### config.mk
export PLATFORM = sky130hd
export DESIGN_NAME = prll_rr_bs_arbiter
export DESIGN_NICKNAME = d
export VERILOG_FILES = /design/src/rtl/prll_bs_pkg.sv /design/src/rtl/prll_rr_bs_lane.sv /design/src/rtl/prll_rr_bs_arbiter.sv
export SDC_FILE = /design/constraint.sdc
export NUM_CORES = 1
export LEC_CHECK = 0
export CAP_MARGIN = 20
export CORE_AREA = 2 2 208 210
export CTS_CLUSTER_DIAMETER = 40
export CTS_CLUSTER_SIZE = 10
export DETAILED_ROUTE_END_ITERATION = 16
export DIE_AREA = 0 0 210 212
export PLACE_DENSITY_LB_ADDON = 0.2
export SLEW_MARGIN = 20
export SYNTH_ARGS = -nofsm -noshare
export SYNTH_HDL_FRONTEND = slang
export SYNTH_HIERARCHICAL = 1
export SYNTH_SLANG_ARGS = --single-unit
### constraint.sdc
create_clock -name clk -period 6 [get_ports clk]
set_input_delay 0.9 -clock clk [delete_from_list [all_inputs] [get_ports clk]]
set_output_delay 0.9 -clock clk [all_outputs]
set_load 0.02 [all_outputs]
### src/rtl/prll_bs_pkg.sv
// Shared types, defaults and the round-robin pick helper for the parallel
// round-robin broadcast/unicast bus arbiter.
package prll_bs_pkg;

    typedef enum logic [1:0] {
        IDLE = 2'd0,
        POP  = 2'd1,
        PUSH = 2'd2
    } lane_state_t;

    localparam logic [7:0] BRDCST_ID_DEF = 8'hFF;

    // Upper bound on drivers per lane handled by rr_pick.
    localparam int MAX_DRVRS = 64;

    // First pending index at or after ptr, wrapping modulo n.
    // Walking downwards lets the nearest candidate overwrite farther ones,
    // so no "found" flag is needed.
    function automatic int rr_pick(input logic [MAX_DRVRS-1:0] pndng,
                                   input int ptr,
                                   input int n);
        int idx;
        int pick;
        pick = 0;
        for (int i = MAX_DRVRS - 1; i >= 0; i--) begin
            if (i < n) begin
                idx = ptr + i;
                if (idx >= n) idx = idx - n;
                if (pndng[idx]) pick = idx;
            end
        end
        return pick;
    endfunction

endpackage

### src/rtl/prll_rr_bs_lane.sv
// One bus lane: round-robin grant over the drivers' FIFOs, pop of the winner,
// capture of its head word and unicast/broadcast routing into receive FIFOs.
// Optional per-lane transfer/drop counters when BS_STATS_EN is defined.
//
//   state | meaning
//   IDLE  | wait for any pndng, pick winner from rr_ptr
//   POP   | pop strobe to winner, capture its head word
//   PUSH  | push captured word to destination(s), advance rr_ptr
module prll_rr_bs_lane
    import prll_bs_pkg::*;
#(
    parameter int              drvrs     = 8,
    parameter int              bits      = 32,
    parameter int              id_w      = 8,
    parameter logic [id_w-1:0] brdcst_id = id_w'(BRDCST_ID_DEF)
) (
    input  logic                  clk,
    input  logic                  reset,
    input  logic [drvrs-1:0]      pndng,
    output logic [drvrs-1:0]      pop,
    input  logic [drvrs*bits-1:0] D_pop,
    output logic [drvrs-1:0]      push,
    output logic [bits-1:0]       D_push
`ifdef BS_STATS_EN
    ,
    output logic [15:0]           xfer_cnt,
    output logic [15:0]           drop_cnt
`endif
);

    localparam int PW = $clog2(drvrs);

    lane_state_t     state_q, state_d;
    logic [PW-1:0]   winner_q, winner_d;
    logic [PW-1:0]   rr_q, rr_d;
    logic [bits-1:0] word_q, word_d;
    logic [id_w-1:0] dest;
    logic            is_bcast;

    assign dest     = word_q[bits-1 -: id_w];
    assign is_bcast = (dest == brdcst_id);
    assign D_push   = word_q;

    // Lane registers: state, granted driver, round-robin pointer, captured word.
    always_ff @(posedge clk) begin
        if (reset) begin
            state_q  <= IDLE;
            winner_q <= '0;
            rr_q     <= '0;
            word_q   <= '0;
        end else begin
            state_q  <= state_d;
            winner_q <= winner_d;
            rr_q     <= rr_d;
            word_q   <= word_d;
        end
    end

    // Next-state, grant, pop strobe and word capture.
    always_comb begin
        state_d  = state_q;
        winner_d = winner_q;
        rr_d     = rr_q;
        word_d   = word_q;
        pop      = '0;
        case (state_q)
            IDLE: begin
                if (|pndng) begin
                    winner_d = PW'(rr_pick(MAX_DRVRS'(pndng), int'(rr_q), drvrs));
                    state_d  = POP;
                end
            end
            POP: begin
                // pndng is not re-checked: the FIFO guarantees a valid head.
                for (int d = 0; d < drvrs; d++) begin
                    if (winner_q == PW'(d)) begin
                        pop[d] = 1'b1;
                        word_d = D_pop[d*bits +: bits];
                    end
                end
                state_d = PUSH;
            end
            PUSH: begin
                rr_d    = (winner_q == PW'(drvrs - 1)) ? '0 : winner_q + PW'(1);
                state_d = IDLE;
            end
            default: state_d = IDLE;
        endcase
    end

    // Destination decode: broadcast skips the source, out-of-range IDs are dropped.
    always_comb begin
        push = '0;
        if (state_q == PUSH) begin
            for (int d = 0; d < drvrs; d++) begin
                if (is_bcast)
                    push[d] = (winner_q != PW'(d));
                else if (dest == id_w'(d))
                    push[d] = 1'b1;
            end
        end
    end

`ifdef BS_STATS_EN
    logic is_ucast;
    logic is_drop;

    // A destination is unicast when it matches one of the lane's drivers.
    always_comb begin
        is_ucast = 1'b0;
        for (int d = 0; d < drvrs; d++) begin
            if (dest == id_w'(d)) is_ucast = 1'b1;
        end
    end

    assign is_drop = !is_bcast && !is_ucast;

    // Completed transfers wrap; dropped words saturate.
    always_ff @(posedge clk) begin
        if (reset) begin
            xfer_cnt <= '0;
            drop_cnt <= '0;
        end else if (state_q == PUSH) begin
            xfer_cnt <= xfer_cnt + 16'd1;
            if (is_drop && drop_cnt != 16'hFFFF)
                drop_cnt <= drop_cnt + 16'd1;
        end
    end
`endif

endmodule

### src/rtl/prll_rr_bs_arbiter.sv
// N-bus x M-driver parallel round-robin bus arbiter with flattened ports.
// Each bus is an independent prll_rr_bs_lane; the lane's pushed word is
// replicated onto every driver slice of that bus.
// Optional macro BS_STATS_EN adds per-lane xfer_cnt/drop_cnt outputs.
module prll_rr_bs_arbiter
    import prll_bs_pkg::*;
#(
    parameter int              buses     = 1,
    parameter int              drvrs     = 8,
    parameter int              bits      = 32,
    parameter int              id_w      = 8,
    parameter logic [id_w-1:0] brdcst_id = id_w'(BRDCST_ID_DEF)
) (
    input  logic                        clk,
    input  logic                        reset,
    input  logic [buses*drvrs-1:0]      pndng,
    output logic [buses*drvrs-1:0]      pop,
    input  logic [buses*drvrs*bits-1:0] D_pop,
    output logic [buses*drvrs-1:0]      push,
    output logic [buses*drvrs*bits-1:0] D_push
`ifdef BS_STATS_EN
    ,
    output logic [buses*16-1:0]         xfer_cnt,
    output logic [buses*16-1:0]         drop_cnt
`endif
);

    for (genvar b = 0; b < buses; b++) begin : g_lane
        logic [bits-1:0] lane_word;

        prll_rr_bs_lane #(
            .drvrs     (drvrs),
            .bits      (bits),
            .id_w      (id_w),
            .brdcst_id (brdcst_id)
        ) u_lane (
            .clk      (clk),
            .reset    (reset),
            .pndng    (pndng[b*drvrs +: drvrs]),
            .pop      (pop[b*drvrs +: drvrs]),
            .D_pop    (D_pop[b*drvrs*bits +: drvrs*bits]),
            .push     (push[b*drvrs +: drvrs]),
            .D_push   (lane_word)
`ifdef BS_STATS_EN
            ,
            .xfer_cnt (xfer_cnt[b*16 +: 16]),
            .drop_cnt (drop_cnt[b*16 +: 16])
`endif
        );

        for (genvar d = 0; d < drvrs; d++) begin : g_slice
            assign D_push[(b*drvrs+d)*bits +: bits] = lane_word;
        end
    end

endmodule

-- Word level (Yosys, flattened, before mapping)
Cells that the tools add are included.
- flip-flop bits (word level): 40
- bits of input ports: 266
- add/subtract/negate cells: 16
- $lt $le $gt $ge: 16
- eq/ne operators: 25
- mux-type cells: 93
- reduce and logical (&&, ||, !) cells: 8
- operators with widths (operator ; count):
    32-bit two-way mux ; 32
    32-bit by 8-bit less-than comparator with 1-bit output (second input constant) ; 8
    32-bit by 5-bit >= comparator with 1-bit output (second input constant) ; 7
    32-bit by 5-bit subtractor with 32-bit output (second input constant) ; 7
    1-bit binary-select mux with 6-bit select ; 8
    1-bit two-way mux ; 40
    8-bit by 3-bit equality test with 1-bit output (second input constant) ; 4
    3-bit two-way mux ; 9
    3-bit by 3-bit adder with 4-bit output (second input constant) ; 4
    8-bit by 2-bit equality test with 1-bit output (second input constant) ; 2
    8-bit two-way mux ; 2
    3-bit equality test (second input constant) ; 4
    3-bit != test (second input constant) ; 4
    3-bit by 2-bit adder with 4-bit output (second input constant) ; 2
    8-bit by 1-bit equality test with 1-bit output (second input constant) ; 1
    8-bit equality test (second input constant) ; 1
    8-bit zero test ; 1
    8-bit nonzero test ; 1
    8-bit OR reduction ; 1
    3-bit by 2-bit equality test with 1-bit output (second input constant) ; 2
    3-bit by 2-bit != test with 1-bit output (second input constant) ; 2
    3-bit by 4-bit subtractor with 5-bit output (second input constant) ; 1
    3-bit by 1-bit adder with 4-bit output (second input constant) ; 1
    3-bit by 4-bit >= comparator with 1-bit output (second input constant) ; 1
    12 further kinds ; 13

-- Logic depth before layout (Yosys ltp)
- depth after elaboration: 16
- gate-level depth with buffers: 12

-- Cells and area by module
Netlist, hierarchy kept.
- by module, submodules not included (module ; times used ; cells each ; area each (um2) ; sequential area each (um2)):
    prll_rr_bs_lane ; 1 ; 735 ; 5260.0 ; 800.8
    prll_rr_bs_arbiter ; 1 ; 224 ; 1681.6 ; 0.0

-- Worst setup path after synthesis
Ideal clock, no wire load.
- kind: register to output
- start point: reg g_lane[0].u_lane.winner_q[2]
- end point: out push[3]
- arrival: 2.178 ns
- data required time: 5.100 ns
- setup slack: 2.922 ns
- cell stages (with the launch flop): 10
- path through: dfxtp_1 buf_2 clkbuf_1 inv_1 ha_1 clkbuf_1 clkbuf_1 or3_1 o31a_1 nor2_1
- cells in the longest elaborated chain, start to end: 3
- ends and longest elaborated chain (item ; line ; text):
    from (decl) ; prll_rr_bs_lane.sv:34 ; logic [PW-1:0] winner_q, winner_d;
    from (signal assigned) ; prll_rr_bs_lane.sv:53 ; winner_q <= winner_d;
    3-bit by 2-bit != test with 1-bit output ; prll_rr_bs_lane.sv:97 ; push[d] = (winner_q != PW'(d));
    1-bit two-way mux ; prll_rr_bs_lane.sv:96 ; if (is_bcast)
    8-bit two-way mux ; prll_rr_bs_lane.sv:94 ; if (state_q == PUSH) begin
    to (decl) ; prll_rr_bs_arbiter.sv:19 ; output logic [buses*drvrs-1:0] push,
No other way between the ends.

-- Final worst setup path
Ends and elaborated chain as after synthesis.

==> results.json <==
{
  "grt-ovfl-total": 0,
  "syn2layout_area_growth_pct": 62.0,
  "ctsHoldBuffers": 0,
  "multi_input_area_sq_mm": 0.00410,
  "syn-num-nets": 1238,
  "start_util_pct": 16.3,
  "wl_um": 38300,
  "pwr-share-seq_pct": 17.6,
  "worst_slack_ns": 2.37,
  "cp_slowest_stage_delay_ns": 0.63,
  "crit_path_end_kind": "output port",
  "skew_ns": 0.00699,
  "holdCritPathClass": "flip-flop to flip-flop",
  "p_comb_share_pct": 69.8,
  "syn_avg_cell_area_sq_um": 7.24,
  "p_clk_share_pct": 12.6,
  "clkTransAtPathRegs_ns": 0.07,
  "rsz0062_at_grt": "false",
  "cp_data_arrival_time_ns": 2.73,
  "crit_family": "buffers and inverters",
  "wl_per_cell_um": 21.8,
  "path_max_fanout": 66,
  "path_depth": 6,
  "p_leak_nw": 3.79,
  "die_h_um": 212,
  "netlist_instances": 959,
  "cts-resized-gates": 0,
  "async_reset_ff_share_pct": 0,
  "holdPathStages": 2,
  "swShare_pct": 45.4,
  "cp.required_ns": 5.10,
  "synth_top_area_share_pct": 24.2,
  "synthFlopType": "dfxtp_1",
  "critPathSlowestCell": "clkdlybuf4s50_1",
  "ant_nets": 0,
  "cts_tree": "yes",
  "final.setup.tns_ns": 0,
  "hold_violations": 0,
  "peakVddDrop_uv": 96.2,
  "status": "finished, final reports clean",
  "fmax_mhz": 275,
  "die_area_sq_mm": 0.0445,
  "place_congestion": 0.837,
  "finalPower_mw": 2.21,
  "preCtsSetupSlack_ns": 2.65,
  "drt_iter0_drc": 456,
  "placed_cell_area_sq_mm": 0.0111,
  "antenna_found_initial": 3,
  "grt_max_degree": 67,
  "fin_crit_sh_pct": 60.5,
  "worstSetupPathType": "flip-flop to output port",
  "avgViaCountPerCell": 4.44,
  "cts.htree.levels": 2,
  "core_sq_mm": 0.0425,
  "reg2reg_depth": 8,
  "num_vias": 7815,
  "grt_usage_pct": 16.1,
  "hpwlAfterDp_um": 29600,
  "post_cts_buffers": 0,
  "synth_area_leaders": "buf_4 24%, dfxtp_1 12%, nor2_1 8.3%",
  "grt_pass1_vias": 7610,
  "fin_nets": 1490,
  "grt_pass1_wl_um": 53600,
  "die_x_um": 210,
  "drive_gt1_share_pct": 5.28,
  "netSwitchingPower_mw": 1.00,
  "drv_slew": 0,
  "rows": 76,
  "synth.top_cells.by_count": "224 x buf_4, 154 x nor2_1, 53 x nand2_1",
  "cts_buffers": 5,
  "layout.cells.non_filler": 1759,
  "intPower_mw": 1.20,
  "ys_seq_area_share_pct": 11.5,
  "cts.sinks": 40,
  "place_inst": 1750,
  "cp_cell_sequence": "inv_1, ha_4, or3_1, o31a_1, nor2_1, clkdlybuf4s50_1",
  "synth_edf_count": 0,
  "synth-seq-cells": 40,
  "mappedNetlistArea_sq_mm": 0.00694,
  "start_kind": "flip-flop",
  "clockBufferDepth": 2,
  "cp.buffers_inverters": 2,
  "ys_types": 65,
  "yosysTopAreaCell": "buf_4",
  "yosys_warnings": 6,
  "period_minus_slack_ns": 3.63,
  "firstDrtPassIters": 5,
  "yosysMostFrequentCell": "buf_4",
  "maxCapViolCount": 0,
  "tightest_slew_ns": 1.08,
  "setup_viol": 0,
  "insertion_delay_ns": 0.30,
  "root_buffer": "clkbuf_16",
  "regArea_sq_um": 802,
  "stdcell_area_sq_mm": 0.0112,
  "ios": 538,
  "slew_headroom_pct": 27.7,
  "power_density_mw_per_mm2": 196,
  "io_buffers": 537,
  "nFillCells": 4621,
  "drcViolationCount": 0
}
## logic make-up (layout without fill, tap and decap cells)
| group | Yosys count | in the layout | share of synthesized area (%) |
|---|---|---|---|
| fa+ha+maj | 13 | 13 | 2.34 |
| simple gates | 341 | 341 | 24.0 |
| compound gates | 208 | 208 | 23.7 |
| other cells | 0 | 2 | 0 |
| xor+xnor | 2 | 2 | 0.361 |
| mux | 37 | 37 | 7.89 |
| flops | 40 | 40 | 11.5 |
| buf+inv | 318 | 570 | 30.2 |
## placed cells by master (no fill, tap or decap), types with 3 or more instances in the layout
| cell | instances |
|---|---|
| mux2i_1 | 20 |
| a32oi_1 | 3 |
| ha_2 | 3 |
| dfxtp_1 | 39 |
| a22oi_1 | 34 |
| or3b_2 | 7 |
| o311a_1 | 32 |
| clkdlybuf4s50_1 | 536 |
| a2111oi_0 | 32 |
| clkbuf_16 | 5 |
| nand2b_1 | 36 |
| nor3_1 | 39 |
| o21ai_0 | 5 |
| nand3b_1 | 3 |
| mux4_2 | 10 |
| ha_1 | 9 |
| buf_4 | 13 |
| o221ai_1 | 32 |
| nand2_1 | 51 |
| nor2_1 | 153 |
| a21oi_1 | 42 |
| nand3_1 | 3 |
| a21o_1 | 3 |
| inv_1 | 12 |
| or3b_1 | 25 |
| nor4_1 | 3 |
## flip-flops by register name, indices dropped and copies added, names as in the netlist
register	count
g_lane.u_lane/D_push	32
g_lane.u_lane/rr_q	3
g_lane.u_lane/winner_q	3
g_lane.u_lane/state_q	2
## tightest hold or removal path, cell delays in order, from the launching register on
cell     delay, ns
dfxtp_1       0.38
nor2_1        0.12
nor3_1        0.05
## metal layers
metal	GRT usage [%]	up-vias	share of wire (%)
met1	19.6	3760	41
li1	-	3713	-
met2	29.1	314	51
met5	0	-	0.044
met3	3.43	26	7.0
met4	3.57	2	1.7
## path summary, 6_finish.rpt
| path | startpoint | end | slack, ns |
|---|---|---|---|
| hold reg to reg | g_lane[0].u_lane/D_push[5] | g_lane[0].u_lane/D_push[5] | 0.59 |
| setup / recovery | g_lane[0].u_lane/winner_q[2] | push[3] | 2.37 |
| setup reg to reg | g_lane[0].u_lane/winner_q[0] | g_lane[0].u_lane/D_push[30] | 2.75 |
| hold / removal | g_lane[0].u_lane/D_push[5] | g_lane[0].u_lane/D_push[5] | 0.59 |
## layout make-up
type,count,area share (%)
Tap cell,546,6.07
Clock buffer,5,1.11
Inverter,13,0.434
Multi-Input combinational cell,601,36.5
Sequential cell,40,7.13
Timing Repair Buffer,550,48.6
Antenna cell,2,0.0445
Clock inverter,2,0.111
## through the flow
stage / hold WS (ns) / utilization (%)
2_1_floorplan: 0.602 / -
3_3_place_gp: 0.578 / 26.1
3_5_place_dp: 0.585 / 26.1
4_1_cts: 0.599 / 26.4
5_1_grt: 0.634 / 26.4
6_report: 0.590 / 26.5
## power by group through the flow
stage          logic, mW  registers, mW  clock network (mW)
6_report            1.54          0.388               0.279
5_1_grt             1.64          0.401               0.304
4_1_cts             1.56          0.391               0.301
3_5_place_dp        1.55          0.397                   0
3_3_place_gp        1.56          0.391                   0
2_1_floorplan      0.996          0.396                   0
No activity file was read; power rests on OpenSTA's default activity.
